==> config.mk <==
export PLATFORM = sky130hd
export DESIGN_NAME = vram_arbiter_flat
export DESIGN_NICKNAME = d
export VERILOG_FILES = /design/src/rtl/vram_arbiter_pkg.sv /design/src/rtl/vram_arbiter_if.sv /design/src/rtl/vram_arbiter_rd_tag_pipe.sv /design/src/rtl/vram_arbiter.sv /design/src/flat_wrapper.sv
export SDC_FILE = /design/constraint.sdc
export NUM_CORES = 1
export LEC_CHECK = 0
export BUFFER_PORTS_ARGS = -buffer_cell sky130_fd_sc_hd__buf_2
export CORE_MARGIN = 8
export CORE_UTILIZATION = 35
export DETAILED_ROUTE_END_ITERATION = 7
export GPL_TIMING_DRIVEN = 0
export HOLD_SLACK_MARGIN = 0.08
export PLACE_DENSITY = 0.71
export SYNTH_ARGS = -nofsm -noshare
export SYNTH_HDL_FRONTEND = slang
export SYNTH_SLANG_ARGS = --single-unit
==> constraint.sdc <==
create_clock -name i_sys_clk -period 1.9 [get_ports i_sys_clk]
set_input_delay 0.095 -clock i_sys_clk [delete_from_list [all_inputs] [get_ports i_sys_clk]]
set_output_delay 0.095 -clock i_sys_clk [all_outputs]
set_load 0.05 [all_outputs]
==> src/rtl/vram_arbiter_pkg.sv <==
// Shared types for the video RAM arbiter: host FSM states and read-return tags.
package zed_vram_pkg;

    typedef enum logic [1:0] {
        IDLE,
        WAIT,
        RDPEND,
        ACK
    } host_state_e;

    typedef struct packed {
        logic valid;
        logic is_vid;
    } rd_tag_t;

endpackage

==> src/rtl/vram_arbiter_if.sv <==
// Requester-side bus of the arbiter: video fetch port and host (CPU) port.
interface vram_arbiter_if #(
    parameter int ADDR_W = 14,
    parameter int DATA_W = 8
);
    logic              vid_req;
    logic [ADDR_W-1:0] vid_addr;
    logic              vid_rvalid;
    logic [DATA_W-1:0] vid_rdata;

    logic              cpu_req;
    logic              cpu_we;
    logic [ADDR_W-1:0] cpu_addr;
    logic [DATA_W-1:0] cpu_wdata;
    logic              cpu_ack;
    logic [DATA_W-1:0] cpu_rdata;

    modport master (
        output vid_req, vid_addr, cpu_req, cpu_we, cpu_addr, cpu_wdata,
        input  vid_rvalid, vid_rdata, cpu_ack, cpu_rdata
    );

    modport slave (
        input  vid_req, vid_addr, cpu_req, cpu_we, cpu_addr, cpu_wdata,
        output vid_rvalid, vid_rdata, cpu_ack, cpu_rdata
    );
endinterface

==> src/rtl/vram_arbiter_rd_tag_pipe.sv <==
// Fixed-depth shift register of read tags; the output stage is valid one cycle
// before the matching memory data so the return can be registered in time.
module rd_tag_pipe
    import zed_vram_pkg::*;
#(
    parameter int DEPTH = 1
) (
    input  logic    i_clk,
    input  logic    i_flush,
    input  rd_tag_t i_tag,
    output rd_tag_t o_tag
);

    rd_tag_t r_stage [DEPTH];

    always_ff @(posedge i_clk) begin
        if (i_flush) begin
            // NOTE: unlike a data RAM, every stage is cleared: a stale valid bit would fake a return.
            for (int i = 0; i < DEPTH; i++) r_stage[i] <= '0;
        end else begin
            r_stage[0] <= i_tag;
            for (int i = 1; i < DEPTH; i++) r_stage[i] <= r_stage[i-1];
        end
    end

    assign o_tag = r_stage[DEPTH-1];

endmodule

==> src/rtl/vram_arbiter.sv <==
// Single-port VRAM arbiter: video fetches win every cycle, the host uses idle
// cycles; read data is routed back by tag and the worst host wait is recorded.
module vram_arbiter
    import zed_vram_pkg::*;
#(
    parameter int ADDR_W = 14,
    parameter int DATA_W = 8,
    parameter int RD_LAT = 1,
    parameter int WAIT_W = 8
) (
    input  logic              i_sys_clk,
    input  logic              i_act_reset,
    input  logic              i_mline_hdisp,
    vram_arbiter_if.slave     bus,
    output logic              o_mem_en,
    output logic              o_mem_we,
    output logic [ADDR_W-1:0] o_mem_addr,
    output logic [DATA_W-1:0] o_mem_wdata,
    input  logic [DATA_W-1:0] i_mem_rdata,
    output logic [WAIT_W-1:0] o_wait_max,
    input  logic              i_wait_clr
);

    localparam logic [WAIT_W-1:0] WAIT_SAT = {WAIT_W{1'b1}};

    host_state_e       r_state, w_state_next;
    rd_tag_t           w_tag_in, w_tag_out;
    logic              w_vid_grant, w_cpu_grant, w_cpu_ack;
    logic              r_vid_rvalid, r_cpu_ret;
    logic [DATA_W-1:0] r_cpu_rdata;
    logic [WAIT_W-1:0] r_wait_cnt, r_wait_max;

    // Display-phase flag does not influence priority; kept only as a status input.
    logic w_unused_hdisp;
    assign w_unused_hdisp = i_mline_hdisp;

    always_comb begin
        // NOTE: every output of this block gets a default first so no latch is inferred.
        w_vid_grant  = bus.vid_req;
        w_cpu_grant  = !bus.vid_req && (r_state == WAIT);
        w_tag_in     = '{valid: w_vid_grant || (w_cpu_grant && !bus.cpu_we), is_vid: w_vid_grant};
        w_cpu_ack    = (r_state == ACK);
        w_state_next = r_state;
        case (r_state)
            IDLE:    if (bus.cpu_req) w_state_next = WAIT;
            WAIT:    if (w_cpu_grant) w_state_next = bus.cpu_we ? ACK : RDPEND;
            RDPEND:  if (w_tag_out.valid && !w_tag_out.is_vid) w_state_next = ACK;
            ACK:     w_state_next = IDLE;
            default: w_state_next = IDLE;
        endcase
    end

    always_ff @(posedge i_sys_clk) begin
        if (i_act_reset) r_state <= IDLE;
        else             r_state <= w_state_next;
    end

    // Registered memory port; address and write data hold on idle cycles.
    always_ff @(posedge i_sys_clk) begin
        if (i_act_reset) begin
            o_mem_en    <= 1'b0;
            o_mem_we    <= 1'b0;
            o_mem_addr  <= '0;
            o_mem_wdata <= '0;
        end else begin
            o_mem_en <= w_vid_grant || w_cpu_grant;
            o_mem_we <= w_cpu_grant && bus.cpu_we;
            if (w_vid_grant) begin
                o_mem_addr <= bus.vid_addr;
            end else if (w_cpu_grant) begin
                o_mem_addr  <= bus.cpu_addr;
                o_mem_wdata <= bus.cpu_wdata;
            end
        end
    end

    rd_tag_pipe #(.DEPTH(RD_LAT)) u_tag_pipe (
        .i_clk   (i_sys_clk),
        .i_flush (i_act_reset),
        .i_tag   (w_tag_in),
        .o_tag   (w_tag_out)
    );

    always_ff @(posedge i_sys_clk) begin
        if (i_act_reset) begin
            r_vid_rvalid <= 1'b0;
            r_cpu_ret    <= 1'b0;
            r_cpu_rdata  <= '0;
        end else begin
            r_vid_rvalid <= w_tag_out.valid && w_tag_out.is_vid;
            r_cpu_ret    <= w_tag_out.valid && !w_tag_out.is_vid;
            if (r_cpu_ret) r_cpu_rdata <= i_mem_rdata;
        end
    end

    // Wait counter restarts outside WAIT; clear beats a same-cycle maximum update.
    always_ff @(posedge i_sys_clk) begin
        if (i_act_reset) begin
            r_wait_cnt <= '0;
            r_wait_max <= '0;
        end else begin
            if (r_state != WAIT)
                r_wait_cnt <= '0;
            else if (!w_cpu_grant && r_wait_cnt != WAIT_SAT)
                r_wait_cnt <= r_wait_cnt + 1'b1;

            if (i_wait_clr)
                r_wait_max <= '0;
            else if (w_cpu_grant && r_wait_cnt > r_wait_max)
                r_wait_max <= r_wait_cnt;
        end
    end

    assign bus.vid_rvalid = r_vid_rvalid;
    assign bus.vid_rdata  = r_vid_rvalid ? i_mem_rdata : '0;
    assign bus.cpu_ack    = w_cpu_ack;
    assign bus.cpu_rdata  = r_cpu_ret ? i_mem_rdata : r_cpu_rdata;
    assign o_wait_max     = r_wait_max;

endmodule

==> src/flat_wrapper.sv <==
// flat-port wrapper written by rule: the top's interface ports become plain ports
module vram_arbiter_flat import zed_vram_pkg::*;
#(
    parameter int ADDR_W = 14,
    parameter int DATA_W = 8,
    parameter int RD_LAT = 1,
    parameter int WAIT_W = 8
)
  (i_sys_clk, i_act_reset, i_mline_hdisp, o_mem_en, o_mem_we, o_mem_addr, o_mem_wdata, i_mem_rdata, o_wait_max, i_wait_clr, bus_vid_req, bus_vid_addr, bus_cpu_req, bus_cpu_we, bus_cpu_addr, bus_cpu_wdata, bus_vid_rvalid, bus_vid_rdata, bus_cpu_ack, bus_cpu_rdata);
  vram_arbiter_if #(.ADDR_W(ADDR_W), .DATA_W(DATA_W)) bus_i ();
  input  logic i_sys_clk;
  input  logic i_act_reset;
  input  logic i_mline_hdisp;
  output logic o_mem_en;
  output logic o_mem_we;
  output logic [ADDR_W-1:0] o_mem_addr;
  output logic [DATA_W-1:0] o_mem_wdata;
  input  logic [DATA_W-1:0] i_mem_rdata;
  output logic [WAIT_W-1:0] o_wait_max;
  input  logic i_wait_clr;
  input wire logic [$bits(bus_i.vid_req)-1:0] bus_vid_req;
  input wire logic [$bits(bus_i.vid_addr)-1:0] bus_vid_addr;
  input wire logic [$bits(bus_i.cpu_req)-1:0] bus_cpu_req;
  input wire logic [$bits(bus_i.cpu_we)-1:0] bus_cpu_we;
  input wire logic [$bits(bus_i.cpu_addr)-1:0] bus_cpu_addr;
  input wire logic [$bits(bus_i.cpu_wdata)-1:0] bus_cpu_wdata;
  output wire logic [$bits(bus_i.vid_rvalid)-1:0] bus_vid_rvalid;
  output wire logic [$bits(bus_i.vid_rdata)-1:0] bus_vid_rdata;
  output wire logic [$bits(bus_i.cpu_ack)-1:0] bus_cpu_ack;
  output wire logic [$bits(bus_i.cpu_rdata)-1:0] bus_cpu_rdata;
  assign bus_i.vid_req = bus_vid_req;
  assign bus_i.vid_addr = bus_vid_addr;
  assign bus_i.cpu_req = bus_cpu_req;
  assign bus_i.cpu_we = bus_cpu_we;
  assign bus_i.cpu_addr = bus_cpu_addr;
  assign bus_i.cpu_wdata = bus_cpu_wdata;
  assign bus_vid_rvalid = bus_i.vid_rvalid;
  assign bus_vid_rdata = bus_i.vid_rdata;
  assign bus_cpu_ack = bus_i.cpu_ack;
  assign bus_cpu_rdata = bus_i.cpu_rdata;
  vram_arbiter #(.ADDR_W(ADDR_W), .DATA_W(DATA_W), .RD_LAT(RD_LAT), .WAIT_W(WAIT_W)) u_core (.i_sys_clk(i_sys_clk), .i_act_reset(i_act_reset), .i_mline_hdisp(i_mline_hdisp), .bus(bus_i), .o_mem_en(o_mem_en), .o_mem_we(o_mem_we), .o_mem_addr(o_mem_addr), .o_mem_wdata(o_mem_wdata), .i_mem_rdata(i_mem_rdata), .o_wait_max(o_wait_max), .i_wait_clr(i_wait_clr));
endmodule
==> results of run 1 <==
[through the flow]
stage	hold WS, ps	instances	setup slack (ps)
2_1_floorplan	190	285	30.4
3_3_place_gp	316	483	-40.3
3_5_place_dp	323	483	-114
4_1_cts	96.1	513	11.4
5_1_grt	116	520	-2.62
6_report	109	520	125
[flip-flops by register name, indices dropped and copies added, names as in the netlist]
signal                     count
u_core.o_mem_addr             14
u_core.o_mem_wdata             8
u_core.o_wait_max              8
u_core.r_cpu_rdata             8
u_core.r_wait_cnt              8
u_core.r_state                 2
u_core.u_tag_pipe.r_stage      2
u_core.bus.vid_rvalid          1
u_core.o_mem_en                1
u_core.o_mem_we                1
u_core.r_cpu_ret               1
[synth_stat cells]
| master | n | area [sq um] |
|---|---|---|
| nor2_1 | 38 | 143 |
| buf_2 | 1 | 5.00 |
| xnor2_1 | 3 | 26.3 |
| and2_1 | 8 | 50.1 |
| inv_2 | 1 | 3.75 |
| nor3_1 | 1 | 5.00 |
| mux2i_1 | 14 | 140 |
| a31o_1 | 1 | 8.76 |
| o31a_1 | 1 | 8.76 |
| a41oi_2 | 1 | 16.3 |
| nand2b_1 | 4 | 25.0 |
| nand3_1 | 10 | 50.1 |
| o31a_2 | 1 | 10.0 |
| nor2b_1 | 9 | 56.3 |
| nor3_2 | 2 | 20.0 |
| clkbuf_1 | 8 | 30.0 |
| a222oi_1 | 1 | 10.0 |
| o21ai_1 | 11 | 55.1 |
| buf_6 | 2 | 22.5 |
| nor2b_4 | 1 | 13.8 |
| nand2_1 | 25 | 93.8 |
| o31ai_2 | 1 | 12.5 |
| nor3b_1 | 3 | 22.5 |
| a21boi_1 | 9 | 67.6 |
| mux2_1 | 8 | 90.1 |
| and3b_1 | 1 | 8.76 |
| nand4_1 | 3 | 18.8 |
| a21o_1 | 1 | 7.51 |
| xor2_1 | 3 | 26.3 |
| ha_1 | 13 | 163 |
| and4_1 | 1 | 8.76 |
| dfxtp_1 | 54 | 1080 |
| a41o_1 | 1 | 10.0 |
| buf_1 | 2 | 7.51 |
| inv_1 | 12 | 45.0 |
| a31oi_1 | 1 | 6.26 |
| a21oi_1 | 29 | 145 |
[critical path, cell delays in order (launching register included)]
cell	delay, ps
dfxtp_1	410
ha_1	190
buf_6	110
buf_4	120
buf_2	300
mux2i_1	270
nor2_1	80
a21oi_1	130
nor2_1	50
[where the power goes]
part           internal (uW)  switching [uW]
registers               1240            73.9
clock network            389             371
logic                    477             767
[metal layers]
metal,global-route usage (%),wire length [um]
met1,15.5,3010
met2,26.4,3600
met3,6.35,721
met4,3.37,29
met5,0,0
[cell families (layout without fill, tap and decap cells)]
logic type,after synthesis,after routing
multiplexers,22,22
buffers and inverters,26,162
flip-flops,54,54
XOR/XNOR,6,6
AO/OA/AOI/OAI,58,58
AND/OR/NAND/NOR,106,106
adder cells (fa/ha/maj),13,13
[worst max path at each step]
stage | end | startpoint | depth (start not counted) | slack (ps)
final | u_core.o_mem_addr[5] | u_core.r_state[0] | 8 | 130
after global routing | u_core.o_wait_max[4] | u_core.r_wait_cnt[6] | 7 | -3
after CTS | u_core.o_wait_max[1] | u_core.r_state[1] | 9 | 10
after detailed placement | u_core.o_wait_max[3] | u_core.r_wait_cnt[7] | 6 | -110
after global placement | u_core.o_wait_max[6] | u_core.r_wait_cnt[7] | 6 | -40
after floorplan | u_core.o_wait_max[0] | u_core.o_wait_max[5] | 7 | 30
[area by class of cell]
class	instances	area (sq um)	share of cell area [%]
Tap cell	99	124	3.47
Buffer	12	65.1	1.83
Clock buffer	5	68.8	1.93
Clock inverter	3	40.0	1.12
Timing Repair Buffer	129	778	21.8
Inverter	13	48.8	1.37
Multi-Input combinational cell	205	1350	37.8
Sequential cell	54	1090	30.6
[timing repair]
item                                   in CTS  in global routing
setup endpoints to repair                   8                 14
pin swaps                                   0                  2
buffers inserted                            0                  7
gates cloned                                0                  0
resized for setup                           4                  6
endpoints found under the hold margin      24                  0
hold buffers                               23                  0
==> impl_metrics.py, run 1 <==
metrics = {
    "outcome": {
        "status": "completed",
    },
    "critical_path": {
        "timing.rr.start": "u_core.r_state[0]",
        "worst_ep_required_time_ps": 2080,
        "arrival_ps": 1950,
        "critical_path_class": "flop to flop",
        "cp-end-kind": "flop",
        "worst-r2r-setup-slack_ps": 130,
        "crit_path_start_kind": "flop",
        "r2r_end": "u_core.o_mem_addr[5]",
        "ff2ff_path_depth": 8,
        "worst-path-max-fanout": 10,
    },
    "drt": {
        "wl_per_cell_um": 14.1,
        "via_count": 2487,
        "routed_wirelength_um": 7360,
        "drcViolationCount": 0,
        "drtPass1Iterations": 4,
        "drtIter0Drc": 85,
        "antenna_left": 0,
        "viasPerCell": 4.78,
    },
    "placed_design": {
        "placed_cell_area_sq_um": 3140,
        "port_buffers": 99,
        "hpwlAfterDp_um": 5290,
        "gp_congestion": 0.796,
    },
    "hold_path": {
        "hold-path-cell-count": 3,
        "hold_path.startpoint": "bus_vid_req",
        "hold_class": "input pin to flop",
        "holdPathEnd": "u_core.u_tag_pipe.r_stage[0][0]",
    },
    "global_route": {
        "antenna_found_initial": 0,
        "grt_max_degree": 17,
        "grt_usage_pct": 14.8,
        "grt_pass1_vias": 2597,
        "grt-ovfl-total": 0,
        "grt_pass1_wl_um": 12100,
    },
    "clock_tree": {
        "clkLatencyLatePin_ps": 300,
        "clockBufferDepth": 2,
        "cts_inserted_buffers": 5,
        "cts_tree": "built",
        "cts_root_buffer": "clkbuf_8",
        "clk_pin_slew_worst_paths_ps": 90,
        "cts.sinks": 54,
        "cts_htree_levels": 2,
    },
    "die": {
        "dieHeight_um": 101,
        "io_pins": 101,
        "num_rows": 31,
        "coreArea_sq_um": 7100,
        "start_util_pct": 35.4,
        "die_w_um": 101,
        "dieArea_sq_um": 10100,
    },
    "synthesis": {
        "synth.net_count": 349,
        "ys_ff_latch": 54,
        "synth_cells": 285,
        "avgSynthCellArea_sq_um": 8.82,
        "synth_area_sq_um": 2510,
        "synth_top_family_by_area": "simple AND/OR/NAND/NOR gates",
        "yosysUniqueCellTypes": 37,
        "synth_adder_area_share_pct": 6.47,
        "yosysWarnings": 0,
        "synth-xor-area-share_pct": 2.09,
        "synth_mux_area_share_pct": 9.16,
        "seq_area_frac_synth_pct": 43.0,
        "synthSimpleGateAreaFrac_pct": 20.5,
        "synth_compound_area_share_pct": 14.2,
    },
    "timing": {
        "drv_slew": 0,
        "hold_violations": 0,
        "finalCritPeriodShare_pct": 93.4,
        "final.setup.tns_ps": 0,
        "timing.final.crit_period_ps": 1770,
        "clock_skew_ps": 8.45,
        "relSlewSlack_pct": 59.2,
        "tightestPinTransition_ps": 611,
        "max_freq_mhz": 564,
        "setup_viol": 0,
    },
    "finish": {
        "final_common_cell": "buf_2",
        "drive_gt1_share_pct": 32.3,
        "final_area_sq_um": 3560,
        "antenna_cells": 0,
        "fin_util_pct": 50.2,
        "final_cell_mix": "buf_2 (100), dfxtp_1 (46), nor2_1 (38)",
        "syn_to_final_growth_pct": 41.8,
        "fin_nets": 484,
        "fill_cells": 679,
    },
    "pwr": {
        "power.leakage_uw": 0.00163,
        "pwr_density_cell_nw_per_um2": 931,
        "ir_worst_vdd_mv": 0.639,
        "power.total_uw": 3320,
    },
    "job": {
        "cap_violations": 0,
    },
}
Power figures use the tool's default switching activity.
==> inputs of run 2 (changes only) <==
--- a/config.mk
+++ b/config.mk
@@ -10,7 +10,7 @@
 export CORE_UTILIZATION = 35
 export DETAILED_ROUTE_END_ITERATION = 7
 export GPL_TIMING_DRIVEN = 0
-export HOLD_SLACK_MARGIN = 0.08
+export MAX_ROUTING_LAYER = met4
 export PLACE_DENSITY = 0.71
 export SYNTH_ARGS = -nofsm -noshare
 export SYNTH_HDL_FRONTEND = slang
==> impl_metrics.py, run 2 (synthesis results as in run 1) <==
metrics = {
    "outcome": {
        "status": "completed",
    },
    "pwr": {
        "power_frac_clock_pct": 23.2,
        "power.share.sequential_pct": 40.3,
        "internal_power_uw": 2060,
        "p_sw_share_pct": 36.7,
        "ir_worst_vdd_mv": 0.566,
        "p_switching_uw": 1200,
        "pwr_density_cell_nw_per_um2": 980,
        "power.leakage_uw": 0.00153,
        "p_comb_share_pct": 36.4,
    },
    "finish": {
        "ff_latch_area_sq_um": 1090,
        "largest_reg_flops": 14,
        "fin_nets": 460,
        "syn_to_final_growth_pct": 32.4,
        "regMostFlops": "u_core.o_mem_addr",
        "fin_util_pct": 46.9,
        "drive_gt1_share_pct": 34.0,
        "multi_input_area_sq_um": 1350,
        "final_cell_mix": "buf_2 (100), dfxtp_1 (46), nor2_1 (38)",
        "fill_cells": 719,
        "final_common_cell": "buf_2",
        "antenna_cells": 0,
        "final_area_sq_um": 3330,
        "finalNonFillerCells": 496,
    },
    "global_route": {
        "antenna_found_initial": 0,
        "grt_max_degree": 17,
        "grt_usage_pct": 14.1,
        "grt-ovfl-total": 0,
        "grt_pass1_wl_um": 11300,
        "grt_pass1_vias": 2490,
    },
    "drt": {
        "viasPerCell": 4.82,
        "via_count": 2392,
        "routed_wirelength_um": 6920,
        "drtIter0Drc": 85,
        "drcViolationCount": 0,
        "wl_per_cell_um": 14.0,
        "drtPass1Iterations": 8,
        "antenna_left": 0,
    },
    "clock_tree": {
        "cts_root_buffer": "clkbuf_8",
        "clkLatencyLatePin_ps": 300,
        "cts_htree_levels": 2,
        "cts_tree": "built",
        "clockBufferDepth": 2,
        "ctsHoldBuffers": 0,
        "cts.sinks": 54,
        "cts_inserted_buffers": 5,
        "clk_pin_slew_worst_paths_ps": 90,
    },
    "critical_path": {
        "worst_ep_required_time_ps": 2080,
        "cp_top_family": "buffers and inverters",
        "critical_path_class": "flop to flop",
        "critPathSlowestCell": "dfxtp_1",
        "slowest_delay_ps": 410,
        "worst-path-max-fanout": 10,
        "cp_common_cell": "nor2_1",
        "cp-end-kind": "flop",
        "worst-r2r-setup-slack_ps": 130,
        "worst-path-buf-inv": 3,
        "arrival_ps": 1950,
        "crit_path_start_kind": "flop",
        "path_cells": "ha_1 -> buf_6 -> buf_4 -> buf_2 -> mux2i_1 -> nor2_1 -> a21oi_1 -> nor2_1",
    },
    "timing": {
        "max_freq_mhz": 566,
        "clock_skew_ps": 7.03,
        "drv_slew": 0,
        "tightestPinTransition_ps": 609,
        "finalCritPeriodShare_pct": 93.0,
        "holdWs_ps": 7.89,
        "setup_viol": 0,
        "hold_violations": 0,
        "final.setup.tns_ps": 0,
        "timing.final.crit_period_ps": 1770,
        "relSlewSlack_pct": 59.4,
    },
    "placed_design": {
        "placed_cell_area_sq_um": 3140,
        "hpwlAfterDp_um": 5290,
        "port_buffers": 99,
        "numPlacedInstances": 483,
        "gp_congestion": 0.807,
    },
    "die": {
        "dieHeight_um": 101,
        "dieArea_sq_um": 10100,
        "io_pins": 101,
        "die_w_um": 101,
        "start_util_pct": 35.4,
        "coreArea_sq_um": 7100,
        "num_rows": 31,
    },
    "job": {
        "cap_violations": 0,
    },
    "hold_path": {
        "hold_class": "input pin to flop",
    },
}
run 2: cell count changes in the layout (fill, tap and decap cells not counted), sizes merged:
cell / change
buf: -1
dlygate4sd3: -23
run 2: metal layers:
| metal | global-route usage [%] | vias to the layer above | part of all wire, % |
|---|---|---|---|
| li1 | - | 1193 | - |
| met1 | 15.4 | 1109 | 44 |
| met2 | 24.0 | 86 | 47 |
| met3 | 4.83 | 4 | 8.5 |
| met4 | 3.49 | 0 | 0.69 |
| met5 | - | - | 0 |
run 2: layout make-up:
type	count	area share [%]
plain buffers	12	1.96
clock buffers	5	2.07
clock inverters	3	1.20
inverters	13	1.47
multi-input cells	205	40.5
flip-flops and latches	54	32.8
well taps	99	3.72
repair buffers	105	16.2
run 2: path summary, 6_finish.rpt:
| kind | start | end | cells after the start |
|---|---|---|---|
| worst min register to register | u_core.u_tag_pipe.r_stage[0][0] | u_core.r_cpu_ret | 1 |
| worst max-delay path | u_core.r_state[0] | u_core.o_mem_addr[12] | 8 |
| worst max register to register | u_core.r_state[0] | u_core.o_mem_addr[12] | 8 |
| worst min-delay path | bus_cpu_we | u_core.u_tag_pipe.r_stage[0][1] | 2 |
run 2: timing repair:
action / CTS / global route
gates resized for setup: 4 / 6
pin swaps: 0 / 2
cloned: 0 / 0
setup endpoints to repair: 8 / 13
setup buffers: 0 / 6
run 2: stage by stage:
stage	worst slack [ps]	total power [uW]
after floorplan	30.4	2190
after global placement	-40.3	2440
after detailed placement	-114	2460
after CTS	11.4	3230
after global routing	-3.97	3430
final	132	3260
run 2: worst reg2reg max path, cell delays in order, from the launching register on:
cell	delay, ps
dfxtp_1	410
ha_1	190
buf_6	110
buf_4	130
buf_2	300
mux2i_1	250
nor2_1	70
a21oi_1	140
nor2_1	50
run 2: power by group through the flow:
stage	clock network, uW	logic [uW]	registers, uW
finish	758	1190	1310
global route	819	1290	1330
CTS	786	1140	1310
detailed placement	0	1130	1330
global placement	0	1110	1330
floorplan	0	649	1540
==> inputs of run 3 (changes only) <==
--- a/config.mk
+++ b/config.mk
@@ -6,11 +6,9 @@
 export NUM_CORES = 1
 export LEC_CHECK = 0
 export BUFFER_PORTS_ARGS = -buffer_cell sky130_fd_sc_hd__buf_2
-export CORE_MARGIN = 8
+export CORE_MARGIN = 2
 export CORE_UTILIZATION = 35
 export DETAILED_ROUTE_END_ITERATION = 7
-export GPL_TIMING_DRIVEN = 0
-export MAX_ROUTING_LAYER = met4
 export PLACE_DENSITY = 0.71
 export SYNTH_ARGS = -nofsm -noshare
 export SYNTH_HDL_FRONTEND = slang
==> impl_metrics.py, run 3 (synthesis results as in run 1) <==
metrics = {
    "timing": {
        "tightestPinTransition_ps": 402,
        "final.setup.tns_ps": 0,
        "finalCritPeriodShare_pct": 90.6,
        "drv_slew": 0,
        "holdWs_ps": 13.5,
        "setup_viol": 0,
        "clock_skew_ps": 8.09,
        "relSlewSlack_pct": 73.1,
        "grt_setup_unrepaired": "no",
        "hold_violations": 0,
        "timing.final.crit_period_ps": 1720,
        "max_freq_mhz": 581,
    },
    "drt": {
        "via_count": 2329,
        "drtPass1Iterations": 6,
        "drtIter0Drc": 41,
        "antenna_left": 0,
        "routed_wirelength_um": 5850,
        "viasPerCell": 4.69,
        "wl_per_cell_um": 11.8,
        "drcViolationCount": 0,
    },
    "hold_path": {
        "holdPathEnd": "u_core.o_mem_addr[10]",
        "hold-path-cell-count": 3,
        "hold_class": "input pin to flop",
        "hold_path.startpoint": "bus_vid_addr[10]",
    },
    "critical_path": {
        "cp_top_family": "compound AO/OA/AOI/OAI gates",
        "cp-end-kind": "flop",
        "ff2ff_path_depth": 8,
        "worst-r2r-setup-slack_ps": 180,
        "r2r_end": "u_core.o_wait_max[6]",
        "arrival_ps": 1960,
        "timing.rr.start": "u_core.o_wait_max[6]",
        "critPathSlowestCell": "dfxtp_2",
        "critical_path_class": "flop to flop",
        "worst-path-buf-inv": 2,
        "worst_ep_required_time_ps": 2130,
        "worst-path-max-fanout": 5,
        "path_cells": "inv_1 -> ha_1 -> nand4_1 -> o31a_1 -> o31ai_2 -> buf_4 -> o21ai_1 -> a21boi_1",
        "path_depth": 8,
        "crit_path_start_kind": "flop",
        "slowest_delay_ps": 350,
    },
    "clock_tree": {
        "cts_htree_levels": 2,
        "clk_pin_slew_worst_paths_ps": 100,
        "cts_inserted_buffers": 5,
        "cts_tree": "built",
        "cts_root_buffer": "clkbuf_8",
        "clkLatencyLatePin_ps": 300,
        "cts.sinks": 54,
        "clockBufferDepth": 2,
    },
    "die": {
        "io_pins": 101,
        "start_util_pct": 36.6,
        "coreArea_sq_um": 6870,
        "num_rows": 30,
        "dieArea_sq_um": 7880,
        "die_w_um": 88.7,
        "dieHeight_um": 88.7,
    },
    "finish": {
        "fin_nets": 464,
        "final_common_cell": "buf_2",
        "largest_reg_flops": 14,
        "syn_to_final_growth_pct": 32.6,
        "antenna_cells": 0,
        "drive_gt1_share_pct": 34.7,
        "final_cell_mix": "buf_2 (99), dfxtp_1 (48), nor2_1 (38)",
        "fin_util_pct": 48.5,
        "regMostFlops": "u_core.o_mem_addr",
    },
    "pwr": {
        "power.total_uw": 3120,
        "power.leakage_uw": 0.00156,
        "pwr_density_cell_nw_per_um2": 936,
        "ir_worst_vdd_mv": 0.421,
    },
    "global_route": {
        "grt_pass1_vias": 2181,
        "grt_usage_pct": 15.1,
        "grt-ovfl-total": 0,
        "grt_pass1_wl_um": 9450,
        "antenna_found_initial": 0,
        "grt_max_degree": 27,
    },
    "placed_design": {
        "hpwlAfterDp_um": 4530,
        "port_buffers": 99,
        "gp_congestion": 0.816,
    },
    "outcome": {
        "status": "completed",
    },
    "job": {
        "cap_violations": 0,
    },
}
-- run 3: cell types whose count changed in the layout (fill, tap and decap cells not counted), sizes merged --
cell,before,now
bufinv,1,0
buf,110,119
clkinv,2,1
clkbuf,12,7
dlygate4sd3,0,2
-- run 3: metrics by stage --
step                cells  setup slack [ps]  area [sq um]
floorplan             285              30.4          2520
global placement      486               216          3210
detailed placement    486               167          3210
CTS                   495               146          3320
global route          497              8.29          3330
finish                497               178          3330
-- run 3: worst register-to-register path, cell delays in order, from the launching register on --
cell and delay (ps):
dfxtp_2 350, inv_1 50, ha_1 300, nand4_1 150
o31a_1 340, o31ai_2 80, buf_4 180, o21ai_1 60
a21boi_1 140
-- run 3: worst max-delay path by stage --
stage	from	to	slack, ps
CTS	u_core.o_wait_max[5]	u_core.o_wait_max[7]	150
finish	u_core.o_wait_max[6]	u_core.o_wait_max[6]	180
detailed placement	u_core.o_wait_max[7]	u_core.o_wait_max[7]	170
global route	u_core.o_wait_max[7]	u_core.o_wait_max[6]	8
global placement	u_core.o_wait_max[7]	u_core.o_wait_max[6]	220
floorplan	u_core.o_wait_max[5]	u_core.o_wait_max[0]	30
-- run 3: repair_timing --
action,CTS,global route
resized for setup,0,0
endpoints found under the setup margin,0,3
hold buffers,1,1
hold endpoints to repair,1,1
setup buffers,0,1
-- run 3: area by class of cell --
type                            count  area, sq um
Inverter                           13         48.8
Clock inverter                      1         5.00
Multi-Input combinational cell    205         1320
Fill cell                         661         3540
Sequential cell                    54         1090
Tap cell                           96          120
Timing Repair Buffer              121          666
Clock buffer                        7         86.3
-- run 3: power breakdown --
part / switching [uW] / internal [uW] / leakage [uW]
clock: 367 / 295 / 0.0000482
sequential: 63.5 / 1240 / 0.000444
combinational: 731 / 427 / 0.00107
total: 1160 / 1960 / 0.00156
-- run 3: routing by layer --
layer	part of all wire, %	track usage, %	vias up	routed length, um
met5	0	0	-	0
met1	46	18.3	1046	2660
met2	46	25.6	86	2680
li1	-	-	1192	-
met4	0.96	3.99	0	56
met3	7.6	4.94	5	447
